File: config.mk
export PLATFORM = sky130hd
export DESIGN_NAME = binary_mul_pipe_param
export DESIGN_NICKNAME = d
export VERILOG_FILES = /design/src/rtl/binary_mul_pipe_param.sv
export SDC_FILE = /design/constraint.sdc
export NUM_CORES = 1
export LEC_CHECK = 0
export CAP_MARGIN = 20
export CELL_PAD_IN_SITES_DETAIL_PLACEMENT = 1
export CELL_PAD_IN_SITES_GLOBAL_PLACEMENT = 1
export CORE_MARGIN = 4
export CORE_UTILIZATION = 54
export CTS_CLUSTER_DIAMETER = 60
export DETAILED_ROUTE_END_ITERATION = 7
export HOLD_SLACK_MARGIN = 0.05
export PLACE_DENSITY = 0.91
export SYNTH_ARGS = -nofsm -noshare
export SYNTH_HDL_FRONTEND = slang
export SYNTH_SLANG_ARGS = --single-unit
File: constraint.sdc
create_clock -name clk -period 4.03 [get_ports clk]
set_input_delay 0.806 -clock clk [delete_from_list [all_inputs] [get_ports clk]]
set_output_delay 0.806 -clock clk [all_outputs]
set_load 0.02 [all_outputs]
File: src/rtl/binary_mul_pipe_param.sv
// ============================================================================
// binary_mul_pipe_param : WIDTH x WIDTH pipelined carry-save array multiplier,
// signed/unsigned per sample, stall via en.
// Optional accumulator: define BINARY_MUL_ACC_EN.   Revision: 1.0
// ============================================================================
`default_nettype none

module binary_mul_pipe_param #(
  parameter int WIDTH = 5
) (
  input  logic               clk,
  input  logic               rst,
  input  logic               en,
  input  logic               valid_in,
  input  logic               tc,
  input  logic [WIDTH-1:0]   A,
  input  logic [WIDTH-1:0]   B,
`ifdef BINARY_MUL_ACC_EN
  input  logic               acc_clr,
  output logic [2*WIDTH+3:0] ACC,
`endif
  output logic               valid_out,
  output logic               tc_out,
  output logic [2*WIDTH-1:0] P
);

  localparam int LAT = WIDTH + 1;
  localparam int PW  = 2 * WIDTH;

  // Operand extended to product width; sign extension only in signed mode.
  function automatic logic [PW-1:0] ext_op(input logic [WIDTH-1:0] a, input logic s);
    return {{WIDTH{s & a[WIDTH-1]}}, a};
  endfunction

  logic [PW-1:0]    sum_r   [WIDTH];
  logic [PW-1:0]    carry_r [WIDTH];
  logic [WIDTH-1:0] a_r     [WIDTH];
  logic [WIDTH-1:0] b_r     [WIDTH];
  logic             tc_r    [WIDTH];
  logic             vld_r   [WIDTH];
`ifdef BINARY_MUL_ACC_EN
  logic             clr_r   [WIDTH];
`endif

  logic [PW-1:0]    sum_n   [1:WIDTH-1];
  logic [PW-1:0]    carry_n [1:WIDTH-1];
  logic [PW-1:0]    p_next;

  // Row j adds B[j]*A<<j; in signed mode the top row carries negative weight,
  // so it is inverted and the +1 is injected into the free carry LSB.
  for (genvar j = 1; j < LAT - 1; j++) begin : g_row
    logic [PW-1:0] row;
    logic [PW-1:0] pp;
    logic [PW-1:0] maj;
    logic          neg;
    assign neg          = (j == WIDTH - 1) ? tc_r[j-1] : 1'b0;
    assign row          = b_r[j-1][j] ? (ext_op(a_r[j-1], tc_r[j-1]) << j) : '0;
    assign pp           = neg ? ~row : row;
    assign maj          = (sum_r[j-1] & carry_r[j-1]) | (sum_r[j-1] & pp) | (carry_r[j-1] & pp);
    assign sum_n[j]     = sum_r[j-1] ^ carry_r[j-1] ^ pp;
    assign carry_n[j]   = {maj[PW-2:0], neg};
  end

  assign p_next = sum_r[WIDTH-1] + carry_r[WIDTH-1];

  always_ff @(posedge clk) begin
    if (rst) begin
      for (int j = 0; j < WIDTH; j++) begin
        sum_r[j]   <= '0;
        carry_r[j] <= '0;
        a_r[j]     <= '0;
        b_r[j]     <= '0;
        tc_r[j]    <= 1'b0;
        vld_r[j]   <= 1'b0;
`ifdef BINARY_MUL_ACC_EN
        clr_r[j]   <= 1'b0;
`endif
      end
      P         <= '0;
      valid_out <= 1'b0;
      tc_out    <= 1'b0;
    end else if (en) begin
      sum_r[0]   <= B[0] ? ext_op(A, tc) : '0;
      carry_r[0] <= '0;
      a_r[0]     <= A;
      b_r[0]     <= B;
      tc_r[0]    <= tc;
      vld_r[0]   <= valid_in;
`ifdef BINARY_MUL_ACC_EN
      clr_r[0]   <= acc_clr;
`endif
      for (int j = 1; j < WIDTH; j++) begin
        sum_r[j]   <= sum_n[j];
        carry_r[j] <= carry_n[j];
        a_r[j]     <= a_r[j-1];
        b_r[j]     <= b_r[j-1];
        tc_r[j]    <= tc_r[j-1];
        vld_r[j]   <= vld_r[j-1];
`ifdef BINARY_MUL_ACC_EN
        clr_r[j]   <= clr_r[j-1];
`endif
      end
      P         <= p_next;
      valid_out <= vld_r[WIDTH-1];
      tc_out    <= tc_r[WIDTH-1];
    end
  end

`ifdef BINARY_MUL_ACC_EN
  logic [PW+3:0] p_ext;
  assign p_ext = {{4{tc_r[WIDTH-1] & p_next[PW-1]}}, p_next};

  always_ff @(posedge clk) begin
    if (rst) begin
      ACC <= '0;
    end else if (en && vld_r[WIDTH-1]) begin
      ACC <= (clr_r[WIDTH-1] ? '0 : ACC) + p_ext;
    end
  end
`endif

endmodule

`default_nettype wire

==> summary.md <==
| Metric | Value |
|---|---|
| Setup violations, final | `0` |
| Status | `finished, final reports clean` |
| Clock sink count | `119` |
| Vias in the first global route | `3407` |
| DP HPWL | `6.84 mm` |
| Worst path required time | `4410 ps` |
| Reg2reg setup slack | `1830 ps` |
| Initial antenna violation count | `0` |
| First-pass GRT wire length | `17.6 mm` |
| FP Rows | `36` |
| Synthesized instance count | `401` |
| Multi-input gate area | `1920 um^2` |
| Die Wd | `109 um` |
| Tightest Pin Transition | `722 ps` |
| CTS max path bufs | `2` |
| Iteration-0 DRC Markers | `139` |
| Startpoint Class | `input port` |
| Synthesized cell area | `5520 um^2` |
| Pleak | `2.62 nW` |
| MaxCap Viol Count | `0` |
| Worst Setup Path Type | `in -> reg` |
| Total CTS buffers | `17` |
| Pin count of the biggest net entering global routing | `59` |
| Post-synth EDFFs | `107` |
| Die area | `11900 um^2` |
| Maximum fanout along the worst path | `35` |
| Antenna fix cells | `0` |
| Max frequency | `429 MHz` |
| Seq cells post-synth | `119` |
| Io pins | `27` |
| Routed wire per std cell | `17.6 um` |
| Final Max Slew Viols | `0` |
| CP Data Arrival Time | `2710 ps` |
| Share of cells above drive strength 1 | `9.53%` |
| Synth cell types | `45` |
| Register area | `3450 um^2` |
| Crit. Startpoint | `en` |
| Fin nets | `490` |
| Remaining routing DRC violations | `0` |
| Initial core utilization | `55.9%` |
| Sequential share of the synthesized area | `62.6%` |
| PD cells | `473 nW/um^2` |
| Input/output buffers | `26` |
| Fin Hold WS | `476 ps` |
| Max-slew headroom | `51.8%` |
| Final Hold Viols | `0` |
| # hold bufs at CTS | `0` |
| Post-CTS Setup Inserts | `0` |
| Drt first pass iters | `4` |
| CTS tree | `built` |
| Remaining Overflow, GRT | `0` |
| Setup TNS | `0 ps` |
| Clock latency on the worst-skew pair | `520 ps` |
| R2R Path End | `P[6]` |
| Clock skew | `10.6 ps` |
| Crit end category | `flop` |
| Post-CTS sizing | `0` |
| Core ar. | `9860 um^2` |
| Most common cell after layout, fill and taps aside | `edfxtp_1` |
| Syn Area/Cell | `13.8 um^2` |
| Most used DFF post-synth | `edfxtp_1` |
| FILL cells | `927` |
| Synth Warn # | `0` |
| Most frequent cells in the layout | `107 x edfxtp_1, 102 x and2_1, 28 x nor2_1` |
| Worst setup path end | `carry_r[0][12]` |
| Ys async rst share | `0%` |
| Via Count | `3072` |
| Tot GR Track Use | `20.2%` |
| Total detailed-routing wirelength | `10.3 mm` |
| H-tree levels | `4` |
| Final antenna-violating net count | `0` |
| CTS root buffer | `clkbuf_8` |
| Hold WC Path Type | `reg -> reg` |
| Worst r2r src | `carry_r[0][40]` |
| Die Y | `109 um` |
| Period utilization | `57.9%` |
| Mapped Nets | `453` |
| Worst vdd ir | `320 uV` |
| Vias/cell | `5.26` |
| Period minus WS final | `2330 ps` |
| RSZ-0062 raised after global routing | `no` |
| GPL Wtd Cong | `0.798` |
| R2R cell count | `7` |
| Clk slew on worst S/H paths | `60 ps` |
| Layout area overhead | `17.3%` |
[layer usage]
layer | track usage, % | up-vias | wire (um)
met4 | 5.77 | 0 | 103
li1 | - | 1476 | -
met2 | 37.4 | 51 | 5840
met5 | 0 | - | 0
met3 | 6.04 | 10 | 368
met1 | 22.2 | 1535 | 4000
[worst max-delay path, stage by stage]
cell and delay (ps):
clkdlybuf4s50_1 460, buf_4 260, nor2b_4 670, buf_4 320
and2_1 180
[synthesized netlist by cell type (2+ instances only)]
| cell type | number | area [um^2] |
|---|---|---|
| edfxtp_1 | 107 | 3210 |
| and2_1 | 102 | 638 |
| nor2_1 | 28 | 105 |
| ha_1 | 19 | 238 |
| fa_1 | 18 | 360 |
| inv_1 | 17 | 63.8 |
| nand2_1 | 13 | 48.8 |
| clkbuf_1 | 12 | 45.0 |
| dfxtp_1 | 12 | 240 |
| and3_1 | 7 | 43.8 |
| xor2_1 | 7 | 61.3 |
| a211oi_1 | 6 | 45.0 |
| mux2i_1 | 6 | 60.1 |
| nand2b_1 | 4 | 25.0 |
| a21oi_1 | 3 | 15.0 |
| o21ai_1 | 3 | 15.0 |
| o311ai_1 | 3 | 26.3 |
| a31oi_1 | 2 | 12.5 |
| nand4_1 | 2 | 12.5 |
| nor3b_1 | 2 | 15.0 |
| o21ai_0 | 2 | 10.0 |
| o32a_1 | 2 | 20.0 |
| xnor2_1 | 2 | 17.5 |
[cell families (layout without fill, tap and decap cells)]
family                     count (synthesis)  in the layout  share of synthesized area, %
AOI/OAI and AO/OA                         28             28                          3.83
DFF                                      119            119                          62.6
and+or+nand+nor                          168            168                          17.5
buffers and inverters                     34             84                          2.72
adders and majority gates                 37             37                          10.8
muxes                                      6              6                          1.09
xor gates and xnor gates                   9              9                          1.43
[final cells by class]
class,instances,share of cell area [%]
clock buffer,28,7.81
clock inverter,4,0.309
inverter,17,0.986
multi-input combinational,248,29.7
sequential,119,53.4
tap,133,2.57
timing repair buffer,35,5.26
[flip-flops by register name (all words and copies together) (netlist names)]
register / count
tc_out: 1
tc_r: 4
b_r: 10
sum_r: 40
valid_out: 1
carry_r: 28
a_r: 20
P: 10
vld_r: 5
[stage by stage]
step	instance area, um^2	utilization (%)	worst slack (ps)	total power [mW]	instances
4_1_cts	6470	65.6	1690	3.09	584
2_1_floorplan	5520	-	1160	1.65	401
3_5_place_dp	5950	60.3	1180	1.76	552
6_report	6470	65.6	1700	3.06	584
5_1_grt	6470	65.6	1580	3.20	584
3_3_place_gp	5950	60.3	1290	1.72	552
[report_power, final]
group / total [mW] / leakage (nW) / switching (mW) / internal [mW]
sequential: 1.48 / 1.28 / 0.0428 / 1.44
combinational: 0.255 / 1.08 / 0.144 / 0.111
clock: 1.33 / 0.263 / 0.495 / 0.833
total: 3.06 / 2.62 / 0.682 / 2.38
[how the worst min path moves through the flow]
stage,from,end,slack (ps),depth (start not counted)
2_1_floorplan,vld_r[4],valid_out,460,2
3_3_place_gp,P[7],P[7],450,2
3_5_place_dp,P[7],P[7],480,2
4_1_cts,P[7],P[7],490,2
5_1_grt,P[7],P[7],510,2
6_report,P[7],P[7],480,2
(Power assumes the default switching activity.)
==> edit: new RTL, config.mk and constraints unchanged <==
Set the parameter `WIDTH` to 4 (it was 5).
--- a/src/rtl/binary_mul_pipe_param.sv
+++ b/src/rtl/binary_mul_pipe_param.sv
@@ -8,3 +8,3 @@
 module binary_mul_pipe_param #(
-  parameter int WIDTH = 5
+  parameter int WIDTH = 4
 ) (
Ports: changed (resized A, B and P); port bits go from 27 to 23. The function was not compared with the original's and may differ.
==> edit against the unedited design <==
  * First-iteration DRC count shrank 54%
  * Synthesized area shrank 32%
  * Power shrank 40%
  * Global-route usage shrank 2.2 points
  * Final area shrank 34%
  * Highest routed layer unchanged
  * Via count shrank 30%
  * Setup slack lost 0.22 ns
  * Utilization shrank 2.0 points
  * Cell count shrank 32%
  * Non-clock buffer count shrank 6
  * Sequential cell count shrank 39
  * Combinational power shrank 24%
  * Largest power group unchanged
  * Routed wire length shrank 35%
==> edit: results (changes against the unedited design) <==
outcome:
  outcome: "finished clean"  # unchanged
synth:
  yosysSeqAreaShare_pct: 61.5  # was 62.6%
  muxShareOfSynthArea_pct: 1.07  # was 1.09%
  synth_fa_ha_area_share_pct: 10.4  # was 10.8%
  synth_edf_count: 70  # was 107
  synth.avg_cell_area_um2: 13.1  # was 13.8 um2
  yosys-top-cells-count: "edfxtp_1, and2_1, nor2_1"  # unchanged
  ys_types: 43  # was 45
  synthXorXnorAreaFrac_pct: 1.64  # was 1.43%
  synth_area_leaders: "edfxtp_1, and2_1, dfxtp_1"  # was edfxtp_1, and2_1, fa_1
  synth-compound-area-share_pct: 4.78  # was 3.83%
  syn_nets: 324  # was 453
drt:
  wl_met1_um: 2620  # was 4000 um
  drtIter0Drc: 64  # was 139
  dr_total_vias: 2164  # was 3072
  routedWlPerCell_um: 16.7  # was 17.6 um
  wl_um: 6670  # was 10300 um
  wl_met3_um: 190  # was 368 um
  met2WireLength_um: 3790  # was 5840 um
place:
  place_ws_ns: 1.12  # was 1.18 ns
  place.detailed.hpwl_um: 4490  # was 6840 um
  place_inst: 384  # was 552
  place_congestion: 0.736  # was 0.798
  io_buffer_count: 22  # was 26
  place_area_mm2: 0.00408  # was 0.00595 mm2
setup_path:
  arrival_ns: 2.76  # was 2.71 ns
  worst-path-max-fanout: 20  # was 35
  cp_top_family: "simple AND/OR/NAND/NOR gates"  # was buffers and inverters
  critPathMaxStageDelay_ns: 0.70  # was 0.67 ns
  cp_slowest_cell: "nor2b_2"  # was nor2b_4
cells_and_area:
  fillCellCount: 673  # was 927
  drive_gt1_share_pct: 10.0  # was 9.53%
  largest_registers: "sum_r x26, carry_r x18, a_r x12"  # was sum_r x40, carry_r x28, a_r x20
  nets: 353  # was 490
  n_antenna_cell: 0  # unchanged
clock_tree:
  cts_buffers: 9  # was 17
  clock_latency_ns: 0.34  # was 0.52 ns
  htree_num_levels: 3  # was 4
  path_clk_slew_ns: 0.08  # was 0.06 ns
power:
  p_leak_nw: 1.72  # was 2.62 nW
  peakVddDrop_v: 0.000223  # was 0.000320 V
global_routing:
  grt_pass1_wl_um: 11600  # was 17600 um
  first_global_vias: 2431  # was 3407
  grt_usage_pct: 18.0  # was 20.2%
  grt_max_degree: 72  # was 59
timing:
  skew_ns: 0.00724  # was 0.0106 ns
  slew_headroom_pct: 51.6  # was 51.8%
edit: path summary, 6_finish.rpt:
| path | from | endpoint | slack (ns) | depth (start not counted) |
|---|---|---|---|---|
| min reg2reg | P[3] | P[3] | 0.47 | 2 |
| max reg2reg | carry_r[3][1] | P[7] | 1.87 | 5 |
| min | P[3] | P[3] | 0.47 | 2 |
| max | rst | sum_r[0][6] | 1.48 | 5 |
edit: worst reg2reg max path, stage by stage, from the launching register on:
cell       delay, ns
edfxtp_1        0.41
ha_1            0.35
a211o_1         0.38
a2111oi_4       0.35
nor3_1          0.10
or4_1           0.46
edit: where the power goes:
part	switching (mW)	total, mW	internal [mW]
clock	0.303	0.652	0.350
combinational	0.107	0.195	0.0878
sequential	0.0258	0.987	0.961
edit: cell type report:
| type | instances | area [um2] | share of cell area [%] |
|---|---|---|---|
| clock buffers | 9 | 124 | 2.88 |
| clock inverters | 7 | 96.3 | 2.24 |
| inverters | 22 | 82.6 | 1.92 |
| multi-input cells | 173 | 1310 | 30.5 |
| flip-flops and latches | 80 | 2300 | 53.5 |
| well taps | 80 | 100 | 2.33 |
| repair buffers | 29 | 285 | 6.63 |
edit: cells by family (layout without fill, tap and decap cells):
logic type | count (synthesis) | in the layout
DFF | 80 | 80
muxes | 4 | 4
AOI/OAI and AO/OA | 21 | 21
xor gates and xnor gates | 7 | 7
buffers and inverters | 33 | 67
adders and majority gates | 25 | 25
and+or+nand+nor | 116 | 116
edit: metal layers:
metal	vias to the layer above	GRT usage, %
met2	40	34.6
met4	0	4.77
li1	1039	-
met1	1076	19.8
met3	9	3.81
met5	-	0
